==> config.mk <==
export PLATFORM = sky130hd
export DESIGN_NAME = uart_rx
export DESIGN_NICKNAME = d
export VERILOG_FILES = /design/src/rtl/uart_pkg.sv /design/src/rtl/uart_sync2.sv /design/src/rtl/uart_rx.sv
export SDC_FILE = /design/constraint.sdc
export NUM_CORES = 1
export LEC_CHECK = 0
export ABC_AREA = 0
export CAP_MARGIN = 25
export CORE_MARGIN = 5
export CORE_UTILIZATION = 45
export CTS_BUF_LIST = sky130_fd_sc_hd__clkbuf_2 sky130_fd_sc_hd__clkbuf_4 sky130_fd_sc_hd__clkbuf_8
export CTS_CLUSTER_DIAMETER = 40
export DETAILED_ROUTE_END_ITERATION = 7
export DONT_BUFFER_PORTS = 1
export GPL_ROUTABILITY_DRIVEN = 0
export GPL_TIMING_DRIVEN = 1
export PLACE_DENSITY_LB_ADDON = 0.08
export RECOVER_POWER = 100
export SLEW_MARGIN = 10
export SYNTH_ARGS = -nofsm -noshare
export SYNTH_HDL_FRONTEND = slang
export SYNTH_SLANG_ARGS = --single-unit
==> constraint.sdc <==
create_clock -name clock -period 3.7 [get_ports clock]
set_input_delay 0.74 -clock clock [delete_from_list [all_inputs] [get_ports clock]]
set_output_delay 0.74 -clock clock [all_outputs]
set_load 0.02 [all_outputs]
==> src/rtl/uart_pkg.sv <==
// uart_pkg: shared UART constants and receiver state encoding.
// The PARITY state exists only when UART_RX_PARITY_EN is defined.
package uart_pkg;
    localparam int UART_DATA_BITS = 8;
    localparam logic PARITY_ODD = 1'b0;
    typedef enum logic [2:0] {
        ST_IDLE   = 3'd0,
        ST_START  = 3'd1,
        ST_DATA   = 3'd2,
`ifdef UART_RX_PARITY_EN
        ST_PARITY = 3'd3,
`endif
        ST_STOP   = 3'd4,
        ST_BREAK  = 3'd5
    } rx_state_e;
endpackage

==> src/rtl/uart_sync2.sv <==
// uart_sync2: two-flop synchronizer for one asynchronous bit, with a configurable reset value.
module uart_sync2 #(
    parameter logic RESET_VAL = 1'b1
) (
    input  logic clock,
    input  logic reset,
    input  logic d,
    output logic q
);
    logic [1:0] ff_q, ff_d;
    always_comb ff_d = {ff_q[0], d};
    always_ff @(posedge clock) begin
        if (reset) ff_q <= {2{RESET_VAL}};
        else       ff_q <= ff_d;
    end
    assign q = ff_q[1];
endmodule

==> src/rtl/uart_rx.sv <==
// uart_rx: 8N1 UART receiver with break detection; defining UART_RX_PARITY_EN adds one even-parity bit.
module uart_rx
    import uart_pkg::*;
#(
    parameter int unsigned CLKS_PER_BIT = 16
) (
    input  logic       clock,
    input  logic       reset,
    input  logic       rx,
    output logic [7:0] data,
    output logic       valid,
    output logic       frame_err,
    output logic       parity_err,
    output logic       busy
);
    localparam logic [15:0] HALF = 16'(CLKS_PER_BIT / 2 - 1);
    localparam logic [15:0] FULL = 16'(CLKS_PER_BIT - 1);
`ifdef UART_RX_PARITY_EN
    localparam rx_state_e AFTER_DATA = ST_PARITY;
`else
    localparam rx_state_e AFTER_DATA = ST_STOP;
`endif
    logic                      rx_s, tick, par_bad;
    rx_state_e                 state_q, state_d;
    logic [15:0]               cnt_q, cnt_d;
    logic [2:0]                bit_q, bit_d;
    logic [UART_DATA_BITS-1:0] shift_q, shift_d, data_q, data_d;
    logic                      valid_q, valid_d, ferr_q, ferr_d, perr_q, perr_d;
    uart_sync2 #(.RESET_VAL(1'b1)) u_sync (.clock(clock), .reset(reset), .d(rx), .q(rx_s));
    assign tick = cnt_q == 16'd0;
`ifdef UART_RX_PARITY_EN
    logic par_q, par_d;
    assign par_bad = (^shift_q ^ par_q) != PARITY_ODD;
`else
    assign par_bad = 1'b0;
`endif
    always_comb begin
        state_d = state_q;
        cnt_d   = tick ? FULL : cnt_q - 16'd1;
        bit_d   = bit_q;
        shift_d = shift_q;
        data_d  = data_q;
        valid_d = 1'b0;
        ferr_d  = 1'b0;
        perr_d  = 1'b0;
`ifdef UART_RX_PARITY_EN
        par_d   = par_q;
`endif
        case (state_q)
            ST_IDLE: begin
                cnt_d = rx_s ? 16'd0 : HALF;
                bit_d = 3'd0;
                if (!rx_s) state_d = ST_START;
            end
            ST_START: if (tick) state_d = rx_s ? ST_IDLE : ST_DATA;
            ST_DATA: if (tick) begin
                shift_d = {rx_s, shift_q[UART_DATA_BITS-1:1]};
                bit_d   = bit_q + 3'd1;
                if (bit_q == 3'(UART_DATA_BITS - 1)) state_d = AFTER_DATA;
            end
`ifdef UART_RX_PARITY_EN
            ST_PARITY: if (tick) begin
                par_d   = rx_s;
                state_d = ST_STOP;
            end
`endif
            ST_STOP: if (tick) begin
                data_d  = shift_q;
                valid_d = rx_s & ~par_bad;
                ferr_d  = ~rx_s;
                perr_d  = rx_s & par_bad;
                state_d = rx_s ? ST_IDLE : ST_BREAK;
            end
            ST_BREAK: begin
                cnt_d = 16'd0;
                if (rx_s) state_d = ST_IDLE;
            end
            default: state_d = ST_IDLE;
        endcase
    end
    always_ff @(posedge clock) begin
        if (reset) begin
            state_q <= ST_IDLE;
            cnt_q   <= 16'd0;
            bit_q   <= 3'd0;
            shift_q <= '0;
            data_q  <= '0;
            valid_q <= 1'b0;
            ferr_q  <= 1'b0;
            perr_q  <= 1'b0;
        end else begin
            state_q <= state_d;
            cnt_q   <= cnt_d;
            bit_q   <= bit_d;
            shift_q <= shift_d;
            data_q  <= data_d;
            valid_q <= valid_d;
            ferr_q  <= ferr_d;
            perr_q  <= perr_d;
        end
    end
`ifdef UART_RX_PARITY_EN
    always_ff @(posedge clock) begin
        if (reset) par_q <= 1'b0;
        else       par_q <= par_d;
    end
`endif
    assign data       = data_q;
    assign valid      = valid_q;
    assign frame_err  = ferr_q;
    assign parity_err = perr_q;
    assign busy       = state_q != ST_IDLE;
endmodule

# Yosys cells after proc, flatten, opt, wreduce, memory -nomap -nowiden
# Cells that the tools add are included.
# op_classes
n_reduce_logical,9
eq_ne,11
addsub,2
mux,14
bitwise_logic,3
# op_table
op,n
$pmux W16 S2,1
$mux W3,9
$logic_not A16 Y1,1
$mux W16,1
$sub A16 B1 Y16 const B,1
$pmux W3 S5,1
$ne A2 B2 Y1 const B,5
$eq A3 B3 Y1 const B,3
$pmux W3 S2,1
$reduce_and A2 Y1,3
$reduce_and A6 Y1,1
$add A3 B1 Y3 const B,1
$eq A3 B1 Y1 const B,1
$eq A3 B2 Y1 const B,1
$logic_not A3 Y1,1
$not A1 Y1,3
$reduce_bool A3 Y1,1
$reduce_or A3 Y1,1
$mux W2,1
$ne A2 B1 Y1 const B,1
$reduce_bool A2 Y1,1
# word_totals
wordCells,47
out_inout_bits,12
reg_bits,42

# Depth between registers and ports, before layout
# Gate-level depths: netlist of run 1.
# depth
ltp_word,4
depth_mapped,8
ltp_nobuf,6

# By module
# A second synthesis of run 1 with hierarchy kept.
# unflattened
cells_unflattened,195
area_unflattened_um2,1816.7
# by_module_without_submodules
mod,area_per_inst_um2,instances,cells_each
uart_rx,1764.2,1,191
uart_sync2,52.6,1,4

# Worst setup path before layout of run 1
# OpenSTA, ideal clock, no wires.
# synth_timing
path_kind,register to register
startpoint,register cnt_q[0]
endpoint,register state_q[1]
setup_ns,0.079
path_stages_with_launch,7
t_required_ns,3.621
arrival_time_ns,1.608
setup_slack_ns,2.012
path_cell_list,dfxtp_1 > inv_1 > ha_1 > nor4b_2 > nand4_4 > or4_1 > a211oi_2
# synth_via
elab_chain_cells,3
elab_cells_between_ends,5
classes_between,eq/ne (3); reduce/logical (2)
# synth_rtl
item,line,rtl
from (decl),uart_rx.sv:25,"logic [15:0] cnt_q, cnt_d;"
from (signal assigned),uart_rx.sv:93,cnt_q <= cnt_d;
$logic_not A16 Y1 (*),uart_rx.sv:30,assign tick = cnt_q == 16'd0;
$ne A2 B2 Y1 (no line),--,
$reduce_and A6 Y1 (no line) (*),--,
to (signal assigned),uart_rx.sv:92,state_q <= state_d;
to (decl),uart_rx.sv:24,"rx_state_e state_q, state_d;"
# Every way passes the cells marked *; elsewhere a longest branch is shown, timed or not.
# A chain may end at the register's enable or synchronous reset.

# Worst setup path after layout of run 1
# layout_timing
startpoint,register cnt_q[4]
endpoint,register valid_q (netlist: valid)
# layout_via
elab_chain_cells,3
# layout_rtl
item,line,rtl
$logic_not A16 Y1,uart_rx.sv:30,
$not A1 Y1 (no line),--,
$reduce_or A3 Y1 (no line),--,
to (signal assigned),uart_rx.sv:97,valid_q <= valid_d;
to (decl),uart_rx.sv:28,"logic valid_q, valid_d, ferr_q, ferr_d, perr_q, perr_d;"
# No other way between the ends.

==> results of run 1 <==
==> cell families after synthesis <==
| kind of cell | count (synthesis) | share of synthesized area [%] |
|---|---|---|
| AO/OA/AOI/OAI | 22 | 7.85 |
| XOR/XNOR | 12 | 5.54 |
| adder cells (fa/ha/maj) | 4 | 2.64 |
| buffers and inverters | 16 | 4.42 |
| flip-flops | 42 | 44.3 |
| multiplexers | 17 | 8.97 |
| other | 1 | 0.198 |
| AND/OR/NAND/NOR | 75 | 26.1 |
==> worst max-delay path, delay by kind of cell, from the launching register on <==
kind             cells  cell delay (ps)
and+or+nand+nor      4             2050
DFF                  1              350
==> stage by stage <==
step                      utilization, %  setup WS (ps)
after floorplan                        -           2010
after global placement              46.6           1260
after detailed placement            46.6           1130
after CTS                           48.9           1130
after global routing                48.3            992
final                               48.3           1210
==> power by group through the flow <==
stage	combinational [mW]	sequential, mW	clock, mW
global placement	0.135	0.483	0
global route	0.144	0.474	0.339
floorplan	0.129	0.479	0
CTS	0.138	0.473	0.317
detailed placement	0.136	0.483	0
finish	0.129	0.473	0.302
==> layout make-up <==
class | instances | area, µm² | share of cell area, %
multi-input combinational | 131 | 947 | 48.3
inverter | 4 | 15.0 | 0.766
clock buffer | 7 | 90.1 | 4.59
tap | 50 | 62.6 | 3.19
clock inverter | 1 | 5.00 | 0.255
sequential | 42 | 841 | 42.9
==> state kept, by name, summed over array words and instances (netlist names) <==
signal       flops
bit_q            3
cnt_q           16
data             8
frame_err        1
shift_q          8
state_q          3
u_sync.ff_q      2
valid            1
==> routing by layer <==
metal | vias up | wire length (µm) | global-route usage (%)
met3 | 8 | 189 | 3.87
met4 | 0 | 66 | 5.93
met1 | 593 | 1510 | 16.4
li1 | 646 | - | -
met2 | 39 | 1520 | 19.6
met5 | - | 0 | 0
==> cells in the final DEF (no fill, tap or decap) <==
| cell type | count |
|---|---|
| nand3_1 | 5 |
| a211o_1 | 1 |
| inv_1 | 4 |
| dfxtp_1 | 42 |
| a211oi_1 | 2 |
| o41ai_1 | 1 |
| nand2_1 | 7 |
| and4_1 | 1 |
| nor4b_1 | 1 |
| a31oi_1 | 2 |
| nand4_1 | 8 |
| clkinv_2 | 1 |
| xnor2_1 | 2 |
| nor3_2 | 2 |
| xor2_1 | 10 |
| ha_1 | 4 |
| nor2b_1 | 1 |
| o221a_1 | 1 |
| o21ai_0 | 5 |
| nor4b_2 | 1 |
| a22oi_1 | 1 |
| o31ai_1 | 2 |
| conb_1 | 1 |
| mux2i_1 | 17 |
| nand4b_2 | 1 |
| nor3_1 | 1 |
| clkbuf_4 | 1 |
| nor4_4 | 2 |
| a21o_1 | 2 |
| nand2b_1 | 18 |
| clkbuf_8 | 6 |
| nor3b_1 | 1 |
| nor2_1 | 16 |
| nand4b_1 | 1 |
| or2_2 | 4 |
| or4_1 | 3 |
| nand3b_1 | 2 |
| a21oi_1 | 5 |
==> path summary, 6_finish.rpt <==
check	startpoint	to	slack (ps)	depth (start not counted)
worst max-delay path	cnt_q[4]	valid	1210	4
worst min-delay path	u_sync.ff_q[0]	u_sync.ff_q[1]	430	1
worst max register to register	cnt_q[4]	valid	1210	4
worst min register to register	u_sync.ff_q[0]	u_sync.ff_q[1]	430	1
==> impl_metrics.py, run 1 <==
metrics = {
    "floorplanning": {
        "core_um2": 4060,
        "die_h_um": 74.9,
        "start_util_pct": 46.7,
        "die_x_um": 74.9,
        "io_pins": 15,
        "row_count": 23,
        "dieArea_um2": 5610,
    },
    "clock_tree": {
        "numCtsBuffers": 5,
        "cts_tree": "done",
        "cts_resized": 0,
        "clk_pin_slew_ps": 80,
        "cts_setup_buffers": 0,
        "cts_hold_buf": 0,
        "cts_buffer_depth": 2,
        "cts.sinks": 42,
        "h-tree-depth": 2,
        "clock_latency_ps": 280,
        "cts_root_buffer": "clkbuf_8",
    },
    "synth": {
        "synth_area_leaders": "dfxtp_1 (44%), mux2i_1 (9.0%), nand2b_1 (5.9%)",
        "syn_area_um2": 1900,
        "synthDistinctLibCells": 43,
        "yosysSeqAreaShare_pct": 44.3,
        "synth-edff-count": 0,
        "synth.most_common_cell": "dfxtp_1",
        "ys_top_cells_by_count": "dfxtp_1 (42), nand2b_1 (18), mux2i_1 (17)",
        "ys_async_sr_fraction_pct": 0,
        "synth_warnings": 0,
        "syn_nets": 196,
        "synth_seq_cells": 42,
        "netlist_instances": 189,
        "ys.flop_type": "dfxtp_1",
        "avgSynthCellArea_um2": 10.0,
        "synth_top_area_share_pct": 44.3,
        "yosysTopAreaCell": "dfxtp_1",
    },
    "setup_path": {
        "worstSetupPathType": "flip-flop to flip-flop",
        "cpMaxStageDelayCell": "nand4_1",
        "cp_cell_sequence": "nor4_4 -> and4_1 -> nand4_1 -> nor3b_1",
        "critPathCaptureType": "flip-flop",
        "path_max_fanout": 12,
        "cp_data_arrival_time_ps": 2680,
        "cp_data_required_time_ps": 3890,
        "slowest_delay_ps": 610,
        "start_kind": "flip-flop",
    },
    "timing": {
        "slew_violations": 0,
        "finalSetupViolCount": 0,
        "whs_ps": 433,
        "final.setup.tns_ps": 0,
        "rsz0062_at_grt": "false",
        "worst_pin_slew_ps": 696,
        "min_period_ps": 2490,
        "fin_skew_ps": 7.73,
        "slew_headroom_pct": 53.5,
        "finalCritPeriodShare_pct": 67.2,
        "fmaxAchievable_mhz": 402,
        "finalHoldViolCount": 0,
    },
    "route": {
        "wl_per_cell_um": 14.0,
        "drtPass1Iterations": 4,
        "vias_per_cell": 5.47,
        "drc": 0,
        "drt_iter0_drc": 57,
        "vias": 1286,
        "wl_um": 3290,
        "antenna_left": 0,
    },
    "final_layout": {
        "layout-drive-gt1-share_pct": 9.73,
        "nFillCells": 370,
        "layout.nets": 191,
        "diodes": 0,
        "syn2layout_area_growth_pct": 3.36,
        "fin_area_um2": 1960,
        "final_cell_count_no_fill": 235,
    },
    "job": {
        "cap_viol_max_count": 0,
    },
    "power": {
        "power.leakage_nw": 0.892,
        "power_frac_seq_pct": 52.3,
        "finalPower_mw": 0.904,
        "p_sw_share_pct": 25.7,
        "pwr-share-clk_pct": 33.4,
        "ir_worst_vdd_mv": 0.232,
        "powerDensity_nw_per_um2": 461,
        "switchingPower_mw": 0.233,
        "intPower_mw": 0.672,
        "p_comb_share_pct": 14.3,
    },
    "grt": {
        "grt_pass1_wl_um": 5500,
        "grt_usage_pct": 12.8,
        "grt-ovfl-total": 0,
        "grt_pass1_vias": 1182,
        "grt_antenna_before_repair": 0,
        "grt_max_degree": 32,
    },
    "run_status": {
        "status": "completed",
    },
    "hold_path": {
        "hold_class": "flip-flop to flip-flop",
    },
    "place": {
        "io_buffers": 0,
        "dp_cells": 227,
        "dpl.hpwl_um": 2260,
        "placed_area_um2": 1890,
    },
}
Note: power is estimated with default switching activity, not from simulation.
==> run 2: changes to the inputs <==
==> constraint.sdc (replaced) <==
create_clock -name clock -period 2.1 [get_ports clock]
set_input_delay 0.42 -clock clock [delete_from_list [all_inputs] [get_ports clock]]
set_output_delay 0.42 -clock clock [all_outputs]
set_load 0.02 [all_outputs]
==> impl_metrics.py, run 2 (synthesis gave the netlist of run 1 again) <==
metrics = {
    "setup_path": {
        "critPathCaptureType": "flip-flop",
        "path_max_fanout": 10,
        "cp_data_required_time_ps": 2280,
        "r2r_cells": 7,
        "worstSetupPathType": "flip-flop to flip-flop",
        "cp_data_arrival_time_ps": 2110,
        "start_kind": "flip-flop",
    },
    "timing": {
        "fin_skew_ps": 7.39,
        "fmaxAchievable_mhz": 517,
        "rsz0062_at_grt": "false",
        "finalSetupViolCount": 0,
        "final.setup.tns_ps": 0,
        "finalHoldViolCount": 0,
        "slew_violations": 0,
        "finalCritPeriodShare_pct": 92.2,
        "min_period_ps": 1940,
    },
    "final_layout": {
        "layout-drive-gt1-share_pct": 12.8,
        "layout_commonest_cell": "dfxtp_1",
        "diodes": 0,
        "largest_reg_flops": 16,
        "most-common-layout-cells": "dfxtp_1 (42), nand2b_1 (18), mux2i_1 (17), nor2_1 (16), xor2_1 (10)",
        "syn2layout_area_growth_pct": 6.99,
        "layout.nets": 195,
        "top_register": "cnt_q",
        "fin_area_um2": 2030,
    },
    "floorplanning": {
        "die_x_um": 74.9,
        "row_count": 23,
        "io_pins": 15,
        "start_util_pct": 46.7,
        "dieArea_um2": 5610,
        "core_um2": 4060,
        "die_h_um": 74.9,
    },
    "power": {
        "powerDensity_nw_per_um2": 856,
        "power.leakage_nw": 0.920,
        "ir_worst_vdd_mv": 0.535,
    },
    "run_status": {
        "status": "completed",
    },
    "clock_tree": {
        "cts_buffer_depth": 2,
        "numCtsBuffers": 5,
        "cts_hold_buf": 0,
        "clock_latency_ps": 290,
        "cts_tree": "done",
        "cts.sinks": 42,
        "cts_root_buffer": "clkbuf_8",
        "h-tree-depth": 2,
        "clk_pin_slew_ps": 80,
    },
    "hold_path": {
        "hold_depth": 1,
        "hold_class": "input pin to flip-flop",
    },
    "grt": {
        "grt-ovfl-total": 0,
        "grt_pass1_wl_um": 5770,
        "grt_antenna_before_repair": 0,
        "grt_pass1_vias": 1248,
        "grt_usage_pct": 13.6,
        "grt_max_degree": 32,
    },
    "route": {
        "antenna_left": 0,
        "vias": 1315,
        "vias_per_cell": 5.53,
        "drt_iter0_drc": 79,
        "drc": 0,
        "drtPass1Iterations": 4,
        "wl_um": 3510,
        "wl_per_cell_um": 14.8,
    },
    "place": {
        "io_buffers": 0,
        "dpl.hpwl_um": 2400,
        "placed_area_um2": 1920,
    },
    "job": {
        "cap_viol_max_count": 0,
    },
}
[run 2: final timing paths]
check / slack, ps / startpoint / to
max reg2reg: 160 / cnt_q[0] / data[3]
max: 160 / cnt_q[0] / data[3]
min: 180 / reset / bit_q[2]
min reg2reg: 420 / u_sync.ff_q[0] / u_sync.ff_q[1]
[run 2: critical path: stages (launching register included)]
cell	delay [ps]
dfxtp_1	340
inv_1	80
ha_1	140
nor4b_2	390
and4_2	410
nand4_1	110
buf_4	210
mux2i_1	130
[run 2: cell type report]
type                       count  area (µm²)
sequential                    42         841
clock inverter                 1        30.0
timing repair buffer           4        30.0
clock buffer                   6        82.6
inverter                       4        15.0
multi-input combinational    131         968
tap                           50        62.6
fill                         372        2030
[run 2: metal layers]
layer,vias to the layer above,GRT usage [%],routed length (µm)
met4,0,6.13,85
met2,36,20.2,1600
met1,614,17.8,1620
li1,656,-,-
met3,9,4.54,200
met5,-,0,0
[run 2: repair_timing]
item | 4_1_cts | 5_1_grt
resized for setup | 0 | 1
endpoints found under the setup margin | 0 | 19
setup buffers | 0 | 0
[run 2: stage by stage]
step	hold WS, ps	power [mW]	instances	utilization, %	setup WS (ps)
CTS	172	1.75	238	50.1	109
finish	184	1.74	238	50.0	164
detailed placement	399	1.10	231	47.3	160
global route	171	1.82	238	50.0	13.8
global placement	396	1.09	231	47.3	296
floorplan	389	1.07	189	-	412
[run 2: power by group]
group,switching [mW],leakage (nW),internal (mW)
sequential,0.0214,0.339,0.812
clock,0.270,0.0573,0.380
combinational,0.144,0.524,0.110
==> run 3: changes to the inputs <==
--- a/config.mk
+++ b/config.mk
@@ -5,7 +5,6 @@
 export SDC_FILE = /design/constraint.sdc
 export NUM_CORES = 1
 export LEC_CHECK = 0
-export ABC_AREA = 0
 export CAP_MARGIN = 25
 export CORE_MARGIN = 5
 export CORE_UTILIZATION = 45
@@ -13,11 +12,12 @@
 export CTS_CLUSTER_DIAMETER = 40
 export DETAILED_ROUTE_END_ITERATION = 7
 export DONT_BUFFER_PORTS = 1
-export GPL_ROUTABILITY_DRIVEN = 0
+export GPL_ROUTABILITY_DRIVEN = 1
 export GPL_TIMING_DRIVEN = 1
 export PLACE_DENSITY_LB_ADDON = 0.08
 export RECOVER_POWER = 100
 export SLEW_MARGIN = 10
 export SYNTH_ARGS = -nofsm -noshare
 export SYNTH_HDL_FRONTEND = slang
+export SYNTH_HIERARCHICAL = 1
 export SYNTH_SLANG_ARGS = --single-unit
==> impl_metrics.py, run 3 <==
metrics = {
    "hold_path": {
        "hold_class": "input pin to flip-flop",
    },
    "floorplanning": {
        "start_util_pct": 45.7,
        "die_x_um": 73.5,
        "dieArea_um2": 5410,
        "core_um2": 3970,
        "die_h_um": 73.5,
        "io_pins": 15,
        "row_count": 23,
    },
    "synth": {
        "yosysTopAreaCell": "dfxtp_1",
        "syn_area_um2": 1820,
        "synth_area_leaders": "dfxtp_1 (46%), mux2i_1 (8.8%), xor2_1 (5.8%)",
        "synth.most_common_cell": "dfxtp_1",
        "netlist_instances": 195,
        "synth_seq_cells": 42,
        "avgSynthCellArea_um2": 9.32,
        "ys_async_sr_fraction_pct": 0,
        "syn_nets": 202,
        "synth_warnings": 6,
        "synth_top_area_share_pct": 46.3,
        "ys_top_cells_by_count": "dfxtp_1 (42), nand2_1 (23), nor2_1 (19)",
        "ys.flop_type": "dfxtp_1",
        "synth-edff-count": 0,
        "synthDistinctLibCells": 37,
        "yosysSeqAreaShare_pct": 46.3,
    },
    "route": {
        "vias_per_cell": 5.41,
        "drc": 0,
        "drt_iter0_drc": 64,
        "drtPass1Iterations": 4,
        "wl_um": 3470,
        "vias": 1373,
        "wl_per_cell_um": 13.6,
        "antenna_left": 0,
    },
    "final_layout": {
        "top_register": "cnt_q",
        "diodes": 0,
        "nFillCells": 375,
        "largest_reg_flops": 16,
        "layout-drive-gt1-share_pct": 13.7,
        "most-common-layout-cells": "dfxtp_1 (40), nand2_1 (23), nor2_1 (19), mux2i_1 (16), xor2_1 (12)",
        "fin_area_um2": 2010,
        "syn2layout_area_growth_pct": 10.7,
        "layout.nets": 210,
        "layout_commonest_cell": "dfxtp_1",
    },
    "grt": {
        "grt_pass1_vias": 1319,
        "grt_max_degree": 21,
        "grt-ovfl-total": 0,
        "grt_antenna_before_repair": 0,
        "grt_pass1_wl_um": 6000,
        "grt_usage_pct": 14.2,
    },
    "timing": {
        "min_period_ps": 2060,
        "finalHoldViolCount": 0,
        "fin_skew_ps": 4.72,
        "final.setup.tns_ps": 0,
        "finalSetupViolCount": 0,
        "fmaxAchievable_mhz": 485,
        "slew_violations": 0,
        "finalCritPeriodShare_pct": 98.1,
        "rsz0062_at_grt": "true",
    },
    "setup_path": {
        "cp_data_arrival_time_ps": 2260,
        "cp_data_required_time_ps": 2300,
        "worstSetupPathType": "flip-flop to flip-flop",
        "start_kind": "flip-flop",
        "critPathCaptureType": "flip-flop",
        "path_max_fanout": 5,
    },
    "clock_tree": {
        "cts_tree": "done",
        "cts_root_buffer": "clkbuf_8",
        "numCtsBuffers": 5,
        "cts.sinks": 42,
        "clk_pin_slew_ps": 80,
        "cts_setup_buffers": 0,
        "h-tree-depth": 2,
        "clock_latency_ps": 300,
        "cts_buffer_depth": 2,
    },
    "place": {
        "placed_area_um2": 1920,
        "dpl.hpwl_um": 2520,
        "place.gp.congestion": 0.812,
        "io_buffers": 0,
    },
    "power": {
        "powerDensity_nw_per_um2": 808,
        "power.leakage_nw": 0.976,
        "ir_worst_vdd_mv": 0.528,
    },
    "run_status": {
        "status": "completed",
    },
    "job": {
        "cap_viol_max_count": 0,
    },
}
-- run 3: cell types whose count changed after synthesis, moves of 3 or more --
cell / previous run / this run
nor2_1: 16 / 19
buf_4: 4 / 1
nand2_1: 7 / 23
nand2b_1: 18 / 1
or2_2: 4 / 1
nor3_1: 1 / 6
or3_1: 0 / 4
nor3b_1: 0 / 4
-- run 3: path summary, 6_finish.rpt --
kind / startpoint / endpoint / slack [ps] / cells past startpoint
setup / recovery: cnt_q[1] / state_q[0] / 40 / 6
hold / removal: reset / state_q[2] / 180 / 1
setup reg to reg: cnt_q[1] / state_q[0] / 40 / 6
hold reg to reg: u_sync/ff_q[0] / u_sync/ff_q[1] / 420 / 1
-- run 3: metrics by stage --
| stage | power [mW] | utilization (%) | hold WS (ps) | worst slack (ps) | instances |
|---|---|---|---|---|---|
| finish | 1.62 | 50.6 | 180 | 40.1 | 254 |
| global route | 1.71 | 50.6 | 165 | -19.4 | 254 |
| CTS | 1.64 | 50.6 | 171 | 1.49 | 254 |
| detailed placement | 1.12 | 48.3 | 410 | 17.5 | 246 |
| global placement | 1.12 | 48.3 | 391 | 58.5 | 246 |
| floorplan | 1.06 | - | 383 | 114 | 195 |
-- run 3: area by class of cell --
| class | instances | area [µm²] | area share [%] |
|---|---|---|---|
| clock buffers | 5 | 68.8 | 3.42 |
| clock inverters | 3 | 21.3 | 1.06 |
| inverters | 5 | 18.8 | 0.933 |
| multi-input cells | 138 | 917 | 45.6 |
| flip-flops and latches | 42 | 843 | 41.9 |
| well taps | 50 | 62.6 | 3.11 |
| repair buffers | 11 | 78.8 | 3.92 |
-- run 3: cell families (layout without fill, tap and decap cells) --
| logic type | count (synthesis) | count (layout) | share of synthesized area, % |
|---|---|---|---|
| buffers and inverters | 15 | 24 | 3.44 |
| and+or+nand+nor | 85 | 85 | 25.3 |
| DFF | 42 | 42 | 46.3 |
| AOI/OAI and AO/OA | 20 | 20 | 7.44 |
| other | 1 | 1 | 0.206 |
| adders and majority gates | 4 | 4 | 2.75 |
| muxes | 16 | 16 | 8.82 |
| xor gates and xnor gates | 12 | 12 | 5.79 |
-- run 3: repair_timing --
item | CTS | global route
resized for setup | 0 | 4
hold buffers | 0 | 0
setup endpoints to repair | 0 | 12
-- run 3: power by group --
| group | internal [mW] | switching, mW | leakage, nW | total (mW) |
|---|---|---|---|---|
| combinational | 0.118 | 0.154 | 0.592 | 0.273 |
| sequential | 0.812 | 0.0201 | 0.340 | 0.833 |
| clock | 0.233 | 0.285 | 0.0441 | 0.518 |
| total | 1.16 | 0.460 | 0.976 | 1.62 |
-- run 3: layer usage --
metal | wire length, µm | global-route usage [%] | part of all wire (%) | vias to the layer above
li1 | - | - | - | 701
met1 | 1710 | 18.4 | 49 | 638
met2 | 1540 | 21.6 | 44 | 29
met4 | 57 | 5.63 | 1.6 | 0
met5 | 0 | 0 | 0 | -
met3 | 166 | 5.06 | 4.8 | 5
-- run 3: worst max-delay path, cell delays in order (launching register included) --
cell and delay, ps:
dfxtp_2 340, inv_1 80, ha_1 160, or4b_4 470, or4_4 470, or3_1 320
o211a_1 130
